[src/rtl/matmul_sched_pkg.sv]
// Shared types for the matmul job scheduler: FSM encoding, default widths, job descriptor.
package matmul_sched_pkg;

  localparam int DEF_ADDR_W = 10;
  localparam int DEF_TAG_W  = 4;

  typedef enum logic [2:0] {
    ST_IDLE      = 3'd0,
    ST_LAUNCH    = 3'd1,
    ST_WAIT_BUSY = 3'd2,
    ST_WAIT_DONE = 3'd3,
    ST_REPORT    = 3'd4
  } sched_state_e;

  typedef struct packed {
    logic [DEF_ADDR_W-1:0] base_a;
    logic [DEF_ADDR_W-1:0] base_b;
    logic [DEF_ADDR_W-1:0] base_c;
    logic [DEF_TAG_W-1:0]  tag;
  } job_desc_t;

endpackage

[src/rtl/matmul_sched_fifo.sv]
// Descriptor FIFO: registered level/full/empty, head data read combinationally.
// Push is ignored when full and pop when empty; no same-cycle bypass.
module matmul_sched_fifo #(
  parameter int DATA_W = 34,
  parameter int DEPTH  = 4,
  localparam int PTR_W = $clog2(DEPTH),
  localparam int LVL_W = PTR_W + 1
) (
  input  logic              clk,
  input  logic              rst,
  input  logic              push_i,
  input  logic [DATA_W-1:0] push_dat_i,
  input  logic              pop_i,
  output logic [DATA_W-1:0] pop_dat_o,
  output logic              full_o,
  output logic              empty_o,
  output logic [LVL_W-1:0]  level_o
);

  logic [DATA_W-1:0] mem_q [DEPTH];
  logic [PTR_W-1:0]  wr_ptr_q, wr_ptr_d;
  logic [PTR_W-1:0]  rd_ptr_q, rd_ptr_d;
  logic [LVL_W-1:0]  level_q, level_d;
  logic              push_ok, pop_ok;

  assign full_o    = (level_q == LVL_W'(DEPTH));
  assign empty_o   = (level_q == '0);
  assign level_o   = level_q;
  assign pop_dat_o = mem_q[rd_ptr_q];
  assign push_ok   = push_i && !full_o;
  assign pop_ok    = pop_i && !empty_o;

  // DEPTH is a power of two, so pointer overflow is the modulo wrap.
  always_comb begin
    wr_ptr_d = wr_ptr_q;
    rd_ptr_d = rd_ptr_q;
    level_d  = level_q;
    if (push_ok) wr_ptr_d = wr_ptr_q + PTR_W'(1);
    if (pop_ok)  rd_ptr_d = rd_ptr_q + PTR_W'(1);
    case ({push_ok, pop_ok})
      2'b10:   level_d = level_q + LVL_W'(1);
      2'b01:   level_d = level_q - LVL_W'(1);
      default: level_d = level_q;
    endcase
  end

  always_ff @(posedge clk) begin
    if (rst) begin
      wr_ptr_q <= '0;
      rd_ptr_q <= '0;
      level_q  <= '0;
    end else begin
      wr_ptr_q <= wr_ptr_d;
      rd_ptr_q <= rd_ptr_d;
      level_q  <= level_d;
    end
  end

  always_ff @(posedge clk) begin
    if (push_ok) mem_q[wr_ptr_q] <= push_dat_i;
  end

endmodule

[src/rtl/matmul_job_scheduler.sv]
// Queues job descriptors and runs them one at a time on the matmul engine; push-to-kick is 2 cycles.
// MATMUL_SCHED_TIMEOUT_EN adds a per-job watchdog that reports done_error after TIMEOUT_CYC cycles.
module matmul_job_scheduler
  import matmul_sched_pkg::*;
#(
  parameter int ADDR_W      = DEF_ADDR_W,
  parameter int DEPTH       = 4,
  parameter int TAG_W       = DEF_TAG_W,
  parameter int TIMEOUT_CYC = 1024
) (
  input  logic                     clk,
  input  logic                     rst,
  input  logic                     job_valid,
  output logic                     job_ready,
  input  logic [ADDR_W-1:0]        job_base_a,
  input  logic [ADDR_W-1:0]        job_base_b,
  input  logic [ADDR_W-1:0]        job_base_c,
  input  logic [TAG_W-1:0]         job_tag,
  output logic                     eng_kick_start,
  input  logic                     eng_ready,
  output logic [ADDR_W-1:0]        eng_base_a,
  output logic [ADDR_W-1:0]        eng_base_b,
  output logic [ADDR_W-1:0]        eng_base_c,
  output logic                     done_valid,
  input  logic                     done_ready,
  output logic [TAG_W-1:0]         done_tag,
  output logic                     done_error,
  output logic                     busy,
  output logic [$clog2(DEPTH):0]   queue_level
);

  typedef struct packed {
    logic [ADDR_W-1:0] base_a;
    logic [ADDR_W-1:0] base_b;
    logic [ADDR_W-1:0] base_c;
    logic [TAG_W-1:0]  tag;
  } job_t;

  sched_state_e state_q, state_d;
  job_t         job_q, job_d;
  job_t         fifo_head, fifo_in;
  logic         fifo_full, fifo_empty, fifo_pop;
  logic         timeout_hit;

  assign fifo_in = '{base_a: job_base_a, base_b: job_base_b, base_c: job_base_c, tag: job_tag};

  matmul_sched_fifo #(
    .DATA_W ($bits(job_t)),
    .DEPTH  (DEPTH)
  ) u_fifo (
    .clk        (clk),
    .rst        (rst),
    .push_i     (job_valid),
    .push_dat_i (fifo_in),
    .pop_i      (fifo_pop),
    .pop_dat_o  (fifo_head),
    .full_o     (fifo_full),
    .empty_o    (fifo_empty),
    .level_o    (queue_level)
  );

`ifdef MATMUL_SCHED_TIMEOUT_EN
  localparam int CNT_W = $clog2(TIMEOUT_CYC + 1);

  logic [CNT_W-1:0] cnt_q, cnt_d;
  logic             err_q, err_d;
  logic             in_wait;

  assign in_wait     = (state_q == ST_WAIT_BUSY) || (state_q == ST_WAIT_DONE);
  // cnt_q equals cycles since the kick, so REPORT lands TIMEOUT_CYC cycles after LAUNCH.
  assign timeout_hit = in_wait && (cnt_q == CNT_W'(TIMEOUT_CYC - 1));

  always_comb begin
    cnt_d = '0;
    err_d = err_q;
    if (state_q == ST_LAUNCH) cnt_d = CNT_W'(1);
    else if (in_wait)         cnt_d = cnt_q + CNT_W'(1);
    if (in_wait)                                 err_d = timeout_hit;
    else if (state_q == ST_REPORT && done_ready) err_d = 1'b0;
  end

  always_ff @(posedge clk) begin
    if (rst) begin
      cnt_q <= '0;
      err_q <= 1'b0;
    end else begin
      cnt_q <= cnt_d;
      err_q <= err_d;
    end
  end

  assign done_error = err_q;
`else
  logic unused_timeout_cyc;

  // Parameter kept so both builds share one instantiation footprint.
  assign unused_timeout_cyc = ^TIMEOUT_CYC;
  assign timeout_hit        = 1'b0;
  assign done_error         = 1'b0;
`endif

  always_comb begin
    state_d  = state_q;
    job_d    = job_q;
    fifo_pop = 1'b0;
    case (state_q)
      ST_IDLE: begin
        if (!fifo_empty && eng_ready) begin
          fifo_pop = 1'b1;
          job_d    = fifo_head;
          state_d  = ST_LAUNCH;
        end
      end
      ST_LAUNCH: state_d = ST_WAIT_BUSY;
      ST_WAIT_BUSY: begin
        if (timeout_hit)     state_d = ST_REPORT;
        else if (!eng_ready) state_d = ST_WAIT_DONE;
      end
      ST_WAIT_DONE: begin
        if (timeout_hit || eng_ready) state_d = ST_REPORT;
      end
      ST_REPORT: begin
        if (done_ready) state_d = ST_IDLE;
      end
      default: state_d = ST_IDLE;
    endcase
  end

  always_ff @(posedge clk) begin
    if (rst) begin
      state_q <= ST_IDLE;
      job_q   <= '0;
    end else begin
      state_q <= state_d;
      job_q   <= job_d;
    end
  end

  assign job_ready      = !fifo_full;
  assign eng_kick_start = (state_q == ST_LAUNCH);
  assign eng_base_a     = job_q.base_a;
  assign eng_base_b     = job_q.base_b;
  assign eng_base_c     = job_q.base_c;
  assign done_valid     = (state_q == ST_REPORT);
  assign done_tag       = job_q.tag;
  assign busy           = (state_q != ST_IDLE) || !fifo_empty;

endmodule

[config.mk]
export PLATFORM = sky130hd
export DESIGN_NAME = matmul_job_scheduler
export DESIGN_NICKNAME = d
export VERILOG_FILES = /design/src/rtl/matmul_sched_pkg.sv /design/src/rtl/matmul_sched_fifo.sv /design/src/rtl/matmul_job_scheduler.sv
export SDC_FILE = /design/constraint.sdc
export NUM_CORES = 1
export LEC_CHECK = 0
export CORE_MARGIN = 5
export CORE_UTILIZATION = 55
export CTS_CLUSTER_DIAMETER = 120
export DETAILED_ROUTE_END_ITERATION = 6
export PLACE_DENSITY_LB_ADDON = 0.25
export SETUP_SLACK_MARGIN = 0.15
export SLEW_MARGIN = 15
export SYNTH_ARGS = -nofsm -noshare
export SYNTH_HDL_FRONTEND = slang
export SYNTH_SLANG_ARGS = --single-unit
[constraint.sdc]
create_clock -name clk -period 3.2 [get_ports clk]
set_input_delay 0.48 -clock clk [delete_from_list [all_inputs] [get_ports clk]]
set_output_delay 0.48 -clock clk [all_outputs]
set_load 0.03 [all_outputs]
==> metrics.md, run 1 <==
| Metric | Value |
|---|---|
| Syn_area_per_cell | 16.7 µm² |
| NetSw | 0.00215 W |
| Count of antenna diodes in the layout | 0 |
| CTS Sinks | 180 |
| Max Cap Violations | 0 |
| VDD IR-drop max | 0.000413 V |
| Clock Skew | 0.00695 ns |
| Ys Warns | 0 |
| Reg clk slew, reported paths | 0.06 ns |
| GRT Util Overall | 20.0% |
| Sequential share of the synthesized area | between 70% and 80% |
| Reg2reg start | state_q[2] |
| Comb power frac | 27.4% |
| Power density cells | 842 nW/µm² |
| Total CTS buffers | 17 |
| # nets final | 527 |
| Hold path start | done_tag[1] |
| DP Cell Count | 631 |
| Antenna Violating Nets Remaining | 0 |
| Routed len/inst | just over 20 µm |
| CTS H-tree lvls | 4 |
| Critical path class | input port to register |
| Final Non-Filler Cells | 663 |
| Most area-consuming cells after synthesis | edfxtp_1, dfxtp_1, mux4_2, a21oi_1, nand3_1 |
| Layout Utilization | 69.5% |
| Hold Path Class | register to register |
| CTS Hold Bufs | 0 |
| Hpwl dp | around 7700 µm |
| R2R depth | 8 |
| P_int | 0.00491 W |
| Post-CTS Setup Repair Bufs | 0 |
| First-pass GRT wire length | 21,800 µm |
| Required time of the critical path | between 3 and 4 ns |
| Synthesized cell area | 6780 µm² |
| DP Worst Slack | 0.216 ns |
| Antenna violations before repair | 0 |
| Starting DRT DRC Count | 319 |
| Yosys top cell area share | 60.3% |
| FF-to-FF End | u_fifo.level_o[2] |
| Final setup TNS | 0 ns |
| Max frequency | ~400 MHz |
| Syn-to-layout area delta | 23.6% |
| WHS Path Cells | 2 |
| Via-per-instance ratio | 5.89 |
| Syn_nets | between 400 and 500 |
| Largest net degree at the start of global routing | 46 |
| CTS root buffer | clkbuf_16 |
| Total iterations of the first detailed-routing run | 6 |
| CP endpoint | u_fifo.level_o[2] |
| Chip width | 121 µm |
| Worst Tran Pin Value | approximately 1.0 ns |
| Relative slew slack | 33.3% |
| Register share of total power | 42.7% |
| Startpoint Class | input port |
| Number of remaining DRC errors | 0 |
| Final wirelength | approximately 14,000 µm |
| I/O pin cnt | 81 |
| Initial Utilization | 56.2% |
| Total Power | 0.00705 W |
| Clk buf depth | 2 |
| Clk network pwr share | approximately 30% |
| CTS tree | built |
| RSZ-0062 raised after global routing | no |
| Row count | 40 |
| Reg2reg setup slack | approximately 0.74 ns |
| Via count of the first global-routing pass | 3,918 |
| Layout cells sized above 1 | 16.8% |
| Setup Viol. Count Final | 0 |
| Commonest non-fill, non-tap cell in the layout | edfxtp_1 |
| Port-buffer cells | 79 |
| Final WS setup | 0.630 ns |
| Status | finished clean |
| CP arrival | 2.92 ns |
| Cts repair resizes | 0 |
| Period minus WS final | 2.57 ns |
| Most frequent cells in the layout | edfxtp_1, clkdlybuf4s50_1, dfxtp_1, a21oi_1, nand3_1 |
| Mapped Cells | between 400 and 500 |
| FF+latch count, synth | 180 |
| Pleak | about 2.7 nW |
| Fin. Hold Viols | 0 |
| Critical path endpoint category | register |
| Total grt overflow | 0 |
| Switching share of power | 30.5% |
| Tcrit/Tclk final | 80.3% |
| Vias after detailed routing | slightly below 4k |
| Max FO, Critical Path | 5 |
| Critical Path Start | eng_ready |
| Post-synthesis cell type count | 34 |
| Slew Limit Fails | 0 |
| Synth area leader | edfxtp_1 |
| Worst-Skew Late Latency | 0.42 ns |
| Final GP Congestion | 0.794 |
| Core Area | around 12,000 µm² |
| Die Area | 14,600 µm² |
| Die H | 121 µm |
| Top FF cell, synth | edfxtp_1 |
| Asr flop ratio synth | 0% |
| Post-synth EDFFs | roughly 140 |
[state kept, by name (all words and copies together), names as in the netlist]
| register | flops |
|---|---|
| u_fifo.mem_q | 136 |
| eng_base_a | 10 |
| eng_base_b | 10 |
| eng_base_c | 10 |
| done_tag | 4 |
| state_q | 3 |
| u_fifo.level_o | 3 |
| u_fifo.rd_ptr_q | 2 |
| u_fifo.wr_ptr_q | 2 |
[Yosys cell counts, drive strengths merged, types with 2 or more instances]
cell,number
nand3,36
or3,3
o21ai,36
mux4,34
inv,6
xor2,2
buf,10
dfxtp,44
a21o,2
and3,5
edfxtp,136
ha,5
nor2,6
a21oi,41
nand3b,2
nor3,2
clkbuf,22
[worst max-delay path, stage by stage]
cell	delay, ns
clkdlybuf4s50_1	0.54
or4b_1	0.47
nor2_1	0.16
ha_1	0.21
inv_1	0.06
fa_1	0.38
xor2_1	0.16
or3_1	0.31
a21oi_1	0.14
[power by group through the flow]
stage	Clock, W	Combinational [W]	Sequential (W)
final	0.00211	0.00193	0.00301
after floorplan	0	0.00105	0.00321
after global routing	0.00224	0.00207	0.00305
after global placement	0	0.00190	0.00304
after CTS	0.00214	0.00194	0.00301
after detailed placement	0	0.00193	0.00306
[metrics by stage]
stage	cell area [µm²]	hold slack, ns
after floorplan	6780	0.516
after global placement	7770	0.461
after detailed placement	7770	0.470
after CTS	8380	0.479
after global routing	8380	0.508
final	8380	0.477
[logic make-up after synthesis]
group | Yosys count | share of synthesized area, %
other | 1 | 0.0553
AND/OR/NAND/NOR | 63 | 5.30
flip-flops | 180 | 73.3
buffers and inverters | 38 | 2.46
adder cells (fa/ha/maj) | 6 | 1.22
multiplexers | 34 | 11.3
AO/OA/AOI/OAI | 81 | 6.17
XOR/XNOR | 2 | 0.258
[cell type report]
class | instances | area (µm²)
sequential | 180 | 4970
timing repair buffer | 90 | 918
clock inverter | 7 | 119
fill | 793 | 3680
inverter | 6 | 22.5
clock buffer | 25 | 485
multi-input combinational | 187 | 1660
tap | 168 | 210
[layer usage]
layer  global-route usage, %  share of wire [%]  vias up
li1                        -                  -     1740
met1                    26.0                 40     2003
met2                    32.7                 52      138
met3                    4.29                5.4       23
met4                    8.71                2.2        0
met5                       0                  0        -
[worst min path at each step]
stage | endpoint | slack [ns]
global route | eng_base_a[4] | 0.51
global placement | eng_base_c[8] | 0.46
finish | done_tag[1] | 0.48
CTS | eng_base_a[7] | 0.48
floorplan | state_q[1] | 0.52
detailed placement | eng_base_a[7] | 0.47
No activity file was read; power rests on OpenSTA's default activity.
==> run 2, diff against run 1 <==
Settings changed: CORE_UTILIZATION 55 to 50.
Clock period 3.2 ns to 2.3 ns, I/O delays scaled along.
==> run 2 against run 1 <==
Compared with the run above:
- cell count rose by 3.6%
- largest cell class unchanged
- via count up 0.61%
- flip-flop and latch count stayed put
- power grew 42%
==> metrics.md, run 2 (synthesis results as in run 1) <==
| Metric | Value |
|---|---|
| Reg2reg setup slack | 0.12 ns (-0.62 ns) |
| Tcrit/Tclk final | 96.2% |
| Number of remaining DRC errors | 0 (unchanged) |
| Via count of the first global-routing pass | 4,134 (+5.5%) |
| Met2 GRT Util | 32.0% (-0.65 points) |
| Worst Tran Pin Value | 0.735 ns (-0.266 ns) |
| Vias after detailed routing | 3,928 (+0.61%) |
| Worst hold margin | 0.391 ns (-0.0866 ns) |
| CTS root buffer | clkbuf_16 |
| Clk buf depth | 2 (unchanged) |
| Hold path start | rst |
| Initial Utilization | 51.2% (-5.0 points) |
| CTS Sinks | 180 (unchanged) |
| RSZ-0062 raised after global routing | yes |
| Critical path endpoint category | register |
| CP arrival | 2.56 ns (-0.36 ns) |
| Layout cells sized above 1 | 22.1% (+5.3 points) |
| Largest reg by FF count | u_fifo.mem_q |
| DP Worst Slack | -0.345 ns (-0.560 ns) |
| R2R depth | 8 (unchanged) |
| Via-per-instance ratio | 5.72 (-2.9%) |
| VDD IR-drop max | 0.000557 V (+35%) |
| Total CTS buffers | 17 (unchanged) |
| Setup Viol. Count Final | 0 (unchanged) |
| Max frequency | 452 MHz |
| Reg clk slew, reported paths | 0.06 ns (about the same) |
| Fin. Hold Viols | 0 (unchanged) |
| CTS tree | built |
| Max Cap Violations | 0 (unchanged) |
| Largest net degree at the start of global routing | 37 (-20%) |
| Reg2reg start | state_q[0] |
| CTS Hold Bufs | 0 (unchanged) |
| Met3 GRT Util | 4.96% (+0.67 points) |
| Pleak | 2.81 nW (+4.1%) |
| Final GP Congestion | 0.751 (-5.5%) |
| Post-CTS Setup Repair Bufs | 0 (unchanged) |
| Startpoint Class | input port |
| Row count | 42 (+5.0%) |
| Commonest non-fill, non-tap cell in the layout | edfxtp_1 |
| Core Area | 13,200 µm² (+9.8%) |
| Slew Limit Fails | 0 (unchanged) |
| Die Area | 16,000 µm² (+9.2%) |
| GRT Util Overall | 18.7% (-1.3 points) |
| Final WS setup | 0.0865 ns (-0.543 ns) |
| Power density cells | 1170 nW/µm² (+40%) |
| Period minus WS final | 2.21 ns |
| FF-to-FF End | u_fifo.level_o[2] |
| Hpwl dp | 8640 µm (+12%) |
| Max FO, Critical Path | 2 (-3) |
| Clock Skew | 0.00500 ns (-0.00195 ns) |
| # nets final | 543 (+3.0%) |
| Routed len/inst | 21.1 µm (+1.6%) |
| GRT Max-Usage Layer | met2 |
| Hold Path Class | input port to register |
| Syn-to-layout area delta | 25.8% |
| Relative slew slack | 51.0% (+18 points) |
| First-pass GRT wire length | 22,700 µm (+4.3%) |
| Total grt overflow | 0 (unchanged) |
| Chip width | 126 µm (+4.5%) |
| Status | finished clean |
| Die H | 126 µm (+4.5%) |
| Flip-flop count of the largest register after layout | 136 (unchanged) |
| Total iterations of the first detailed-routing run | 4 (-2) |
| Most frequent cells in the layout | edfxtp_1, clkdlybuf4s50_1, a21oi_1, dfxtp_1, nand3_1 |
| Starting DRT DRC Count | 249 (-22%) |
| Count of antenna diodes in the layout | 0 (unchanged) |
| Critical path class | input port to register |
| Port-buffer cells | 79 (unchanged) |
| Final wirelength | 14,500 µm (+5.3%) |
| Worst-Skew Late Latency | 0.42 ns (about the same) |
| M1 GR Usage | 23.3% (-2.8 points) |
| Critical Path Start | eng_ready |
| I/O pin cnt | 81 (unchanged) |
| CP endpoint | u_fifo.level_o[2] |
| Antenna violations before repair | 0 (unchanged) |
| Antenna Violating Nets Remaining | 0 (unchanged) |
| Required time of the critical path | 2.65 ns (-0.90 ns) |
| CTS H-tree lvls | 4 (unchanged) |
run 2: cell count changes in the layout (fill, tap and decap cells not counted), sizes merged:
| cell | previous run | this run |
|---|---|---|
| clkbuf | 25 | 22 |
| clkinv | 1 | 7 |
| bufinv | 3 | 4 |
| dlygate4sd2 | 0 | 3 |
| inv | 8 | 6 |
| clkdlybuf4s50 | 78 | 74 |
| clkinvlp | 1 | 0 |
| buf | 12 | 28 |
run 2: how the worst min path moves through the flow:
| stage | end | slack, ns | cells past startpoint |
|---|---|---|---|
| final | eng_base_c[6] | 0.39 | 2 |
| after global routing | eng_base_c[3] | 0.37 | 2 |
| after CTS | eng_base_c[3] | 0.36 | 2 |
| after detailed placement | eng_base_c[4] | 0.47 | 2 |
| after global placement | eng_base_b[4] | 0.46 | 2 |
| after floorplan | u_fifo.mem_q[0][0] | 0.44 | 0 |
run 2: worst max-delay path: stages:
cell and delay, ns:
clkdlybuf4s50_1 0.48, or4b_4 0.49, nor2_4 0.12, ha_4 0.14, inv_1 0.05, fa_2 0.33, xor2_1 0.16, or3_1 0.33
a21oi_2 0.13
run 2: layout make-up:
class / instances / area [µm²]
Inverter: 6 / 22.5
Clock inverter: 11 / 155
Sequential cell: 180 / 4970
Clock buffer: 21 / 470
Timing Repair Buffer: 106 / 992
Multi-Input combinational cell: 187 / 1700
Tap cell: 176 / 220
Fill cell: 940 / 4710
run 2: layer usage:
layer	vias to the layer above	share of wire (%)
li1	1775	-
met1	1984	40
met2	142	52
met3	27	5.9
met4	0	1.9
met5	-	0
run 2: power by group:
group	total (W)	switching (W)	internal (W)
registers	0.00412	0.000205	0.00392
clock network	0.00301	0.00112	0.00189
logic	0.00289	0.00171	0.00118
run 2: through the flow:
step | power (W) | instance area [µm²] | setup TNS (ns) | std cells | utilization (%)
4_1_cts | 0.0101 | 8530 | 0 | 687 | 64.4
3_3_place_gp | 0.00698 | 7900 | -0.483 | 655 | 59.6
5_1_grt | 0.0105 | 8530 | 0 | 687 | 64.4
2_1_floorplan | 0.00598 | 6820 | -0.000322 | 405 | -
6_report | 0.0100 | 8530 | 0 | 687 | 64.4
3_5_place_dp | 0.00707 | 7900 | -0.565 | 655 | 59.6
run 2: what timing repair did:
item,CTS,global route
gates cloned,0,0
resized for setup,6,4
pin swaps,0,0
endpoints found under the setup margin,5,2
